### config.mk
export PLATFORM = sky130hd
export DESIGN_NAME = alu_mul_seq
export DESIGN_NICKNAME = d
export VERILOG_FILES = /design/src/rtl/alu_mul_seq.sv
export SDC_FILE = /design/constraint.sdc
export NUM_CORES = 1
export LEC_CHECK = 0
export BUFFER_PORTS_ARGS = -buffer_cell sky130_fd_sc_hd__buf_2
export CORE_UTILIZATION = 30
export CTS_CLUSTER_DIAMETER = 60
export DETAILED_ROUTE_END_ITERATION = 6
export GPL_ROUTABILITY_DRIVEN = 0
export PLACE_DENSITY_LB_ADDON = 0.08
export SYNTH_ARGS = -nofsm -noshare
export SYNTH_HDL_FRONTEND = slang
export SYNTH_SLANG_ARGS = --single-unit
### constraint.sdc
create_clock -name clk -period 3.26 [get_ports clk]
set_input_delay 0.326 -clock clk [delete_from_list [all_inputs] [get_ports clk]]
set_output_delay 0.326 -clock clk [all_outputs]
set_load 0.02 [all_outputs]
### src/rtl/alu_mul_seq.sv
// Multi-cycle unsigned shift-and-add multiplier that borrows the core ALU
// one add per multiplier bit, stalling while the arbiter withholds the grant.
module alu_mul_seq #(
    parameter int WIDTH       = 16,
    parameter bit ZERO_BYPASS = 1'b1
) (
    input  logic             clk,
    input  logic             rst,
    input  logic             start,
    input  logic             flush,
    input  logic [WIDTH-1:0] op_a,
    input  logic [WIDTH-1:0] op_b,
    output logic             busy,
    output logic             done,
    output logic [WIDTH-1:0] prod_hi,
    output logic [WIDTH-1:0] prod_lo,
    output logic             alu_req,
    input  logic             alu_gnt,
    output logic [2:0]       alu_ctrl,
    output logic [WIDTH-1:0] alu_src1,
    output logic [WIDTH-1:0] alu_src2,
    input  logic [WIDTH-1:0] alu_ret,
    input  logic             alu_carry,
    output logic [1:0]       dbg_state
);
    // Handshake: alu_req is held with stable operands until a cycle in which
    // alu_gnt is high; that cycle's alu_ret/alu_carry are consumed at its edge.

    localparam int CW = (WIDTH > 1) ? $clog2(WIDTH) : 1;

    typedef enum logic [1:0] {
        ST_IDLE = 2'd0,
        ST_RUN  = 2'd1,
        ST_DONE = 2'd2
    } state_t;

    state_t           state_q, state_d;
    logic [WIDTH-1:0] acc_q, acc_d;
    logic [WIDTH-1:0] mq_q, mq_d;
    logic [WIDTH-1:0] mcand_q, mcand_d;
    logic [CW-1:0]    cnt_q, cnt_d;
    logic [WIDTH-1:0] prod_hi_q, prod_hi_d;
    logic [WIDTH-1:0] prod_lo_q, prod_lo_d;

    always_ff @(posedge clk or posedge rst) begin
        if (rst) begin
            state_q   <= ST_IDLE;
            acc_q     <= '0;
            mq_q      <= '0;
            mcand_q   <= '0;
            cnt_q     <= '0;
            prod_hi_q <= '0;
            prod_lo_q <= '0;
        end else begin
            state_q   <= state_d;
            acc_q     <= acc_d;
            mq_q      <= mq_d;
            mcand_q   <= mcand_d;
            cnt_q     <= cnt_d;
            prod_hi_q <= prod_hi_d;
            prod_lo_q <= prod_lo_d;
        end
    end

    always_comb begin
        state_d   = state_q;
        acc_d     = acc_q;
        mq_d      = mq_q;
        mcand_d   = mcand_q;
        cnt_d     = cnt_q;
        prod_hi_d = prod_hi_q;
        prod_lo_d = prod_lo_q;
        case (state_q)
            ST_IDLE: begin
                if (start && !flush) begin
                    mcand_d = op_a;
                    mq_d    = op_b;
                    acc_d   = '0;
                    cnt_d   = '0;
                    if (ZERO_BYPASS && ((op_a == '0) || (op_b == '0))) begin
                        mq_d    = '0;
                        state_d = ST_DONE;
                    end else begin
                        state_d = ST_RUN;
                    end
                end
            end
            ST_RUN: begin
                if (flush) begin
                    state_d = ST_IDLE;
                end else if (alu_gnt) begin
                    // The carry becomes the top accumulator bit, so the 2W-bit
                    // {acc, mq} pair shifts right with no overflow.
                    acc_d = {alu_carry, alu_ret[WIDTH-1:1]};
                    mq_d  = {alu_ret[0], mq_q[WIDTH-1:1]};
                    cnt_d = cnt_q + CW'(1);
                    if (cnt_q == CW'(WIDTH - 1)) begin
                        state_d = ST_DONE;
                    end
                end
            end
            ST_DONE: begin
                prod_hi_d = acc_q;
                prod_lo_d = mq_q;
                state_d   = ST_IDLE;
            end
            default: begin
                state_d = ST_IDLE;
            end
        endcase
    end

    assign busy      = (state_q == ST_RUN) || (state_q == ST_DONE);
    assign done      = (state_q == ST_DONE);
    assign alu_req   = (state_q == ST_RUN);
    assign alu_ctrl  = 3'b000;
    assign alu_src1  = alu_req ? acc_q : '0;
    assign alu_src2  = (alu_req && mq_q[0]) ? mcand_q : '0;
    assign prod_hi   = prod_hi_q;
    assign prod_lo   = prod_lo_q;
    assign dbg_state = state_q;

endmodule

[Yosys cells after proc, flatten, opt, wreduce, memory -nomap -nowiden]
Index checks and enable logic that the tools add are counted.
W data, S select, Z words.
Storage, ports and cells
  input port bits: 54
  register bits: 86
  latch bits: 0
  logic and storage cells: 49
  memory bits (writable): 0
  memories kept: 0
  ROM bits: 0
  output and inout port bits: 72
Cells by class
  shift operators: 0
  multiply operators: 0
  add/sub/neg operators: 1
  reductions and logical operators: 12
  magnitude comparators: 0
  bitwise gates (word level): 0
  mux-type cells: 21
  div/mod/pow operators: 0
  equality and inequality tests: 8
Operators by type and width (number)
  $mux W16: 9
  $pmux W16 S2: 2
  $logic_not A16 Y1: 2
  $mux W4: 3
  $mux W2: 5
  $pmux W4 S2: 1
  $ne A3 B2 Y1 const B: 2
  $add A4 B1 Y4 const B: 1
  $eq A4 B4 Y1 const B: 1
  $ne A2 B2 Y1 const B: 2
  $pmux W2 S2: 1
  $reduce_and A4 Y1: 1
  $reduce_and A3 Y1: 1
  $eq A2 B1 Y1 const B: 1
  $eq A2 B2 Y1 const B: 1
  $logic_and A1 B1 Y1: 2
  $logic_not A2 Y1: 1
  $logic_or A1 B1 Y1: 2
  $ne A2 B1 Y1 const B: 1
  $reduce_and A2 Y1: 1
  $reduce_bool A2 Y1: 1
  $logic_not A1 Y1: 1

[Logic depth before layout (Yosys ltp)]
  depth in word-level cells: 5
  gate-level depth with buffers: 9
  depth with buffers taken out: 6

[Worst setup path before layout]
Ideal clock, no wire load.
  path kind: register -> output
  start point: register state_q[1], in the netlist dbg_state[1]
  end point: output alu_src1[15]
  arrival time: 1.862 ns
  data required time: 2.934 ns
  path slack: 1.072 ns
  stages on the path, launching flop included: 7
  path buffers: 3
  cells stage by stage: dfrtp_1 -> inv_1 -> ha_1 -> buf_4 -> clkbuf_1 -> clkbuf_1 -> and2_1
On the way
  word-level cells in the longest chain between the ends: 2
Ends and longest elaborated chain
  start: declaration: line 37  | state_t state_q, state_d;
  start signal: assignment: line 55  | state_q <= state_d;
  $eq A2 B1 Y1: line 115  | assign alu_req = (state_q == ST_RUN);
  via alu_req: line 17  | output logic alu_req,
  $mux W16: line 117  | assign alu_src1 = alu_req ? acc_q : '0;
  end: declaration: line 20  | output logic [WIDTH-1:0] alu_src1,
The timed path passes the listed nets, and every way through them passes these cells.

[Final worst setup path]
  start point: register state_q[1], in the netlist dbg_state[1]
  end point: output alu_src2[6]
On the way
  word-level cells in the longest chain between the ends: 3
Ends and longest elaborated chain
  $eq A2 B1 Y1: line 115
  $logic_and A1 B1 Y1: line 118  | assign alu_src2 = (alu_req && mq_q[0]) ? mcand_q : '0;
  $mux W16: line 118
  end: declaration: line 21  | output logic [WIDTH-1:0] alu_src2,
No other way between the ends.

==> impl.org <==
** STA
- The clock arrives with 0.00778 ns of skew.
- For the final routed database, the setup TNS stands at 0 ns.
- The final-report max-slew violation count came to 0.
- The tightest hold path in the finished design has a slack of 0.0840 ns.
- Hold Violations, Final :: 0
- Final Cycle Share :: 0.747
- RSZ-0062 raised after global routing :: false
- Min Tclk post-route :: 2.44 ns
- Count of final setup violators :: 0
- Max frequency :: 0.411 GHz
- Least-Margin Pin Slew :: 0.943 ns
- Headroom to the max-slew limit came out at 0.371.

** Yosys
- After technology mapping, the gate count stands at 352.
- Distinct cells, synth :: 34
- The mapped netlist covers 3960 µm².
- Counting flops with an async set or reset pin after synthesis yields a share of 1.00.
- Commonest register cell after synthesis :: dfrtp_1
- For this run, the register share of the synthesized area comes to 0.543.
- Count of flip-flops with a built-in enable after synthesis :: 0
- During synthesis, Yosys emitted a total of 0 warnings.
- Syn Area/Cell :: 11.3 µm²
- In this run, synthesis produced a sequential element count of 86.

** Final layout
- Ratio of cells with drive above 1 in the final layout :: 0.452
- Counting the fill cells in the layout gives 1291.
- Relative to the synthesized area, the layout overhead comes to 27.0%.
- Ant. Diodes :: 0
- Leaving out fill and tap cells, the most frequent cells in the layout are buf_2 (122), dfrtp_1 (86), mux2_2 (48), nand2_1 (39), nand3_1 (19).
- Most frequent standard cell in the layout excluding fill and tap cells :: buf_2
- Number of nets in the finished design :: 527

** Routing
- First-iteration detailed-routing DRC count :: 184
- After detailed routing, the average wire length per cell comes to 15.2 µm.
- Total Wirelength :: 9820 µm
- The final route contains 3032 vias.
- After detailed routing, the number of vias per cell comes to 4.70.
- After detailed routing, the number of remaining DRC violations is 0.
- The count of nets left with antenna violations once routing finished came out at 0.
- The first TritonRoute pass finished after 4 iterations.

** Setup path
- STA classifies the critical path startpoint as a register.
- Traced cell by cell, the critical path runs through inv_1 > ha_2 > buf_4 > and3_1 > buf_2.
- Counting both buffers and inverters, the worst setup path holds a total of 3.
- Worst EP required :: 2.93 ns
- CP max FO :: 72
- For the worst setup path, the data arrival time is 2.11 ns.
- Critical path start-end classification :: register to output pin
- Type of element capturing the critical path :: output pin
- Largest delay contributor family on the critical path :: buffers and inverters
- The slowest stage of the critical path belongs to the cell buf_4.
- Crit path largest cell delay :: 0.62 ns

** Pwr
- Power per Cell Area :: 984 nW/µm²
- The share of total power dissipated in the clock network is 0.220.
- For this design the total switching power over the nets is 1900 µW.
- Of the total power, the share spent switching nets is 0.384.
- IR analysis of the VDD net gives a maximum drop of 0.000353 V.
- Of the total power, registers draw 0.372.
- Summed over all cells, the static leakage comes to 0.00259 µW.
- Of the total power, combinational logic draws 0.408.
- The internal power of the cells totals 3050 µW.

** GRT
- Antenna violations before repair :: 0
- The number of global-route vias before repair is 2911.
- For this run, the total global-route usage over all layers was measured as 0.150.
- Entering global routing, the biggest net connects 73 pins.
- Global-route congestion overflow total :: 0
- First-pass GRT wire length :: 15100 µm

** Clock tree
- Root buffer cell :: clkbuf_16
- After clock tree synthesis, the clock-pin slew on the worst setup and hold paths is 0.06 ns.
- Number of sinks driven by the clock tree :: 86
- TritonCTS created 9 clock buffers.
- CTS tree :: yes
- Clock latency on the worst-skew pair, taken at its later pin, is 0.35 ns.
- Number of gates resized after cts :: 0
- Post-CTS Setup Inserts :: 0
- The H-tree was split into 3 levels.
- Total of hold buffers inserted after clock tree synthesis :: 0
- Counting along the longest clock path gives a buffer depth of 2.

** Flow run
- Max cap viols :: 0

** Floorplanning
- Horiz. Die Dim :: 117 µm
- The initial utilization of the core area, before any placement, comes to 0.311.
- Die Ht :: 117 µm
- In this run the count of I/O pins placed on the die edge is 126.
- The initialized floorplan defines 41 standard-cell rows.
- The core region is 12700 µm².
- The die covers 13700 µm².

** Placed design
- Summed over all nets, the half-perimeter wirelength after detailed placement is 6630 µm.
- Number of port buffers :: 122

** Outcome
- Run status :: finished, final reports clean

** Hold path
- The tightest min-delay check is of the primary input to asynchronous set/reset pin type.
cell families (layout without fill, tap and decap cells):
logic type / after synthesis / after routing / share of synthesized area
buf+inv: 44 / 163 / 0.0531
fa+ha+maj: 4 / 4 / 0.0126
simple gates: 127 / 127 / 0.166
compound gates: 41 / 41 / 0.0850
other cells: 1 / 3 / 0.000947
mux: 49 / 49 / 0.139
flops: 86 / 86 / 0.543
final timing paths:
path	from	to	slack, ns	cells past startpoint
min in group clk	alu_ret[15]	acc_q[14]	0.21	3
worst max register to register	dbg_state[1]	dbg_state[1]	0.84	7
max in group asynchronous	rst	mq_q[14]	2.46	3
worst min register to register	acc_q[6]	acc_q[6]	0.49	2
worst max-delay path	dbg_state[1]	alu_src2[6]	0.82	5
worst min-delay path	rst	mcand_q[11]	0.08	2
worst reg2reg max path, delay by kind of cell, from the launching register on:
family          cells  cell delay (ns)
compound gates      2             0.71
simple gates        2             0.29
fa+ha+maj           1             0.19
buf+inv             2             0.71
flops               1             0.41
cells in the mapped netlist (2+ instances only):
master,number,share of area
nor2_1,17,0.016
nand3_1,19,0.024
buf_2,6,0.0076
nand4_1,2,0.0032
nand2_1,39,0.037
buf_4,4,0.0076
nor2b_1,2,0.0032
mux2_2,48,0.14
o21ai_0,4,0.0051
buf_6,3,0.0085
a21oi_1,8,0.010
o22ai_2,10,0.032
o22ai_1,6,0.0095
and3_1,16,0.025
nor4_1,8,0.013
nand2b_1,2,0.0032
and2_1,17,0.027
clkbuf_1,9,0.0085
ha_1,4,0.013
a21oi_2,9,0.020
inv_1,19,0.018
buf_1,3,0.0028
dfrtp_1,86,0.54
sequential cells by signal, summed over array words and instances (netlist names):
register	flops
acc_q	16
mcand_q	16
mq_q	16
prod_hi	16
prod_lo	16
cnt_q	4
dbg_state	2
power groups by stage:
stage          sequential, µW  combinational [µW]  clock (µW)
4_1_cts                  1850                2060        1130
5_1_grt                  1910                2210        1150
3_3_place_gp             1860                2030           0
2_1_floorplan            2020                1290           0
6_report                 1840                2020        1090
3_5_place_dp             1870                2050           0
stage by stage:
step | worst slack [ns] | cells | util | power (µW) | area (µm²)
6_report | 0.825 | 645 | 0.396 | 4950 | 5030
5_1_grt | 0.650 | 645 | 0.396 | 5280 | 5030
4_1_cts | 0.782 | 645 | 0.396 | 5040 | 5030
3_5_place_dp | 0.863 | 630 | 0.372 | 3920 | 4730
3_3_place_gp | 0.856 | 630 | 0.372 | 3890 | 4730
2_1_floorplan | 0.712 | 354 | - | 3310 | 3970
final cells by class:
cell class / count / area, µm² / area share
inverter: 19 / 72.6 / 0.0144
tap: 172 / 215 / 0.0428
clock inverter: 4 / 72.6 / 0.0144
multi-input combinational: 224 / 1610 / 0.320
clock buffer: 11 / 233 / 0.0462
sequential: 86 / 2150 / 0.428
timing repair buffer: 129 / 676 / 0.134
routing by layer:
metal | GRT usage | vias up | routed length (µm)
met5 | 0 | - | 0
met4 | 0.0785 | 0 | 225
met3 | 0.0427 | 19 | 498
met2 | 0.226 | 85 | 4420
met1 | 0.195 | 1483 | 4680
li1 | - | 1445 | -
Note: power is estimated with default switching activity, not from simulation.
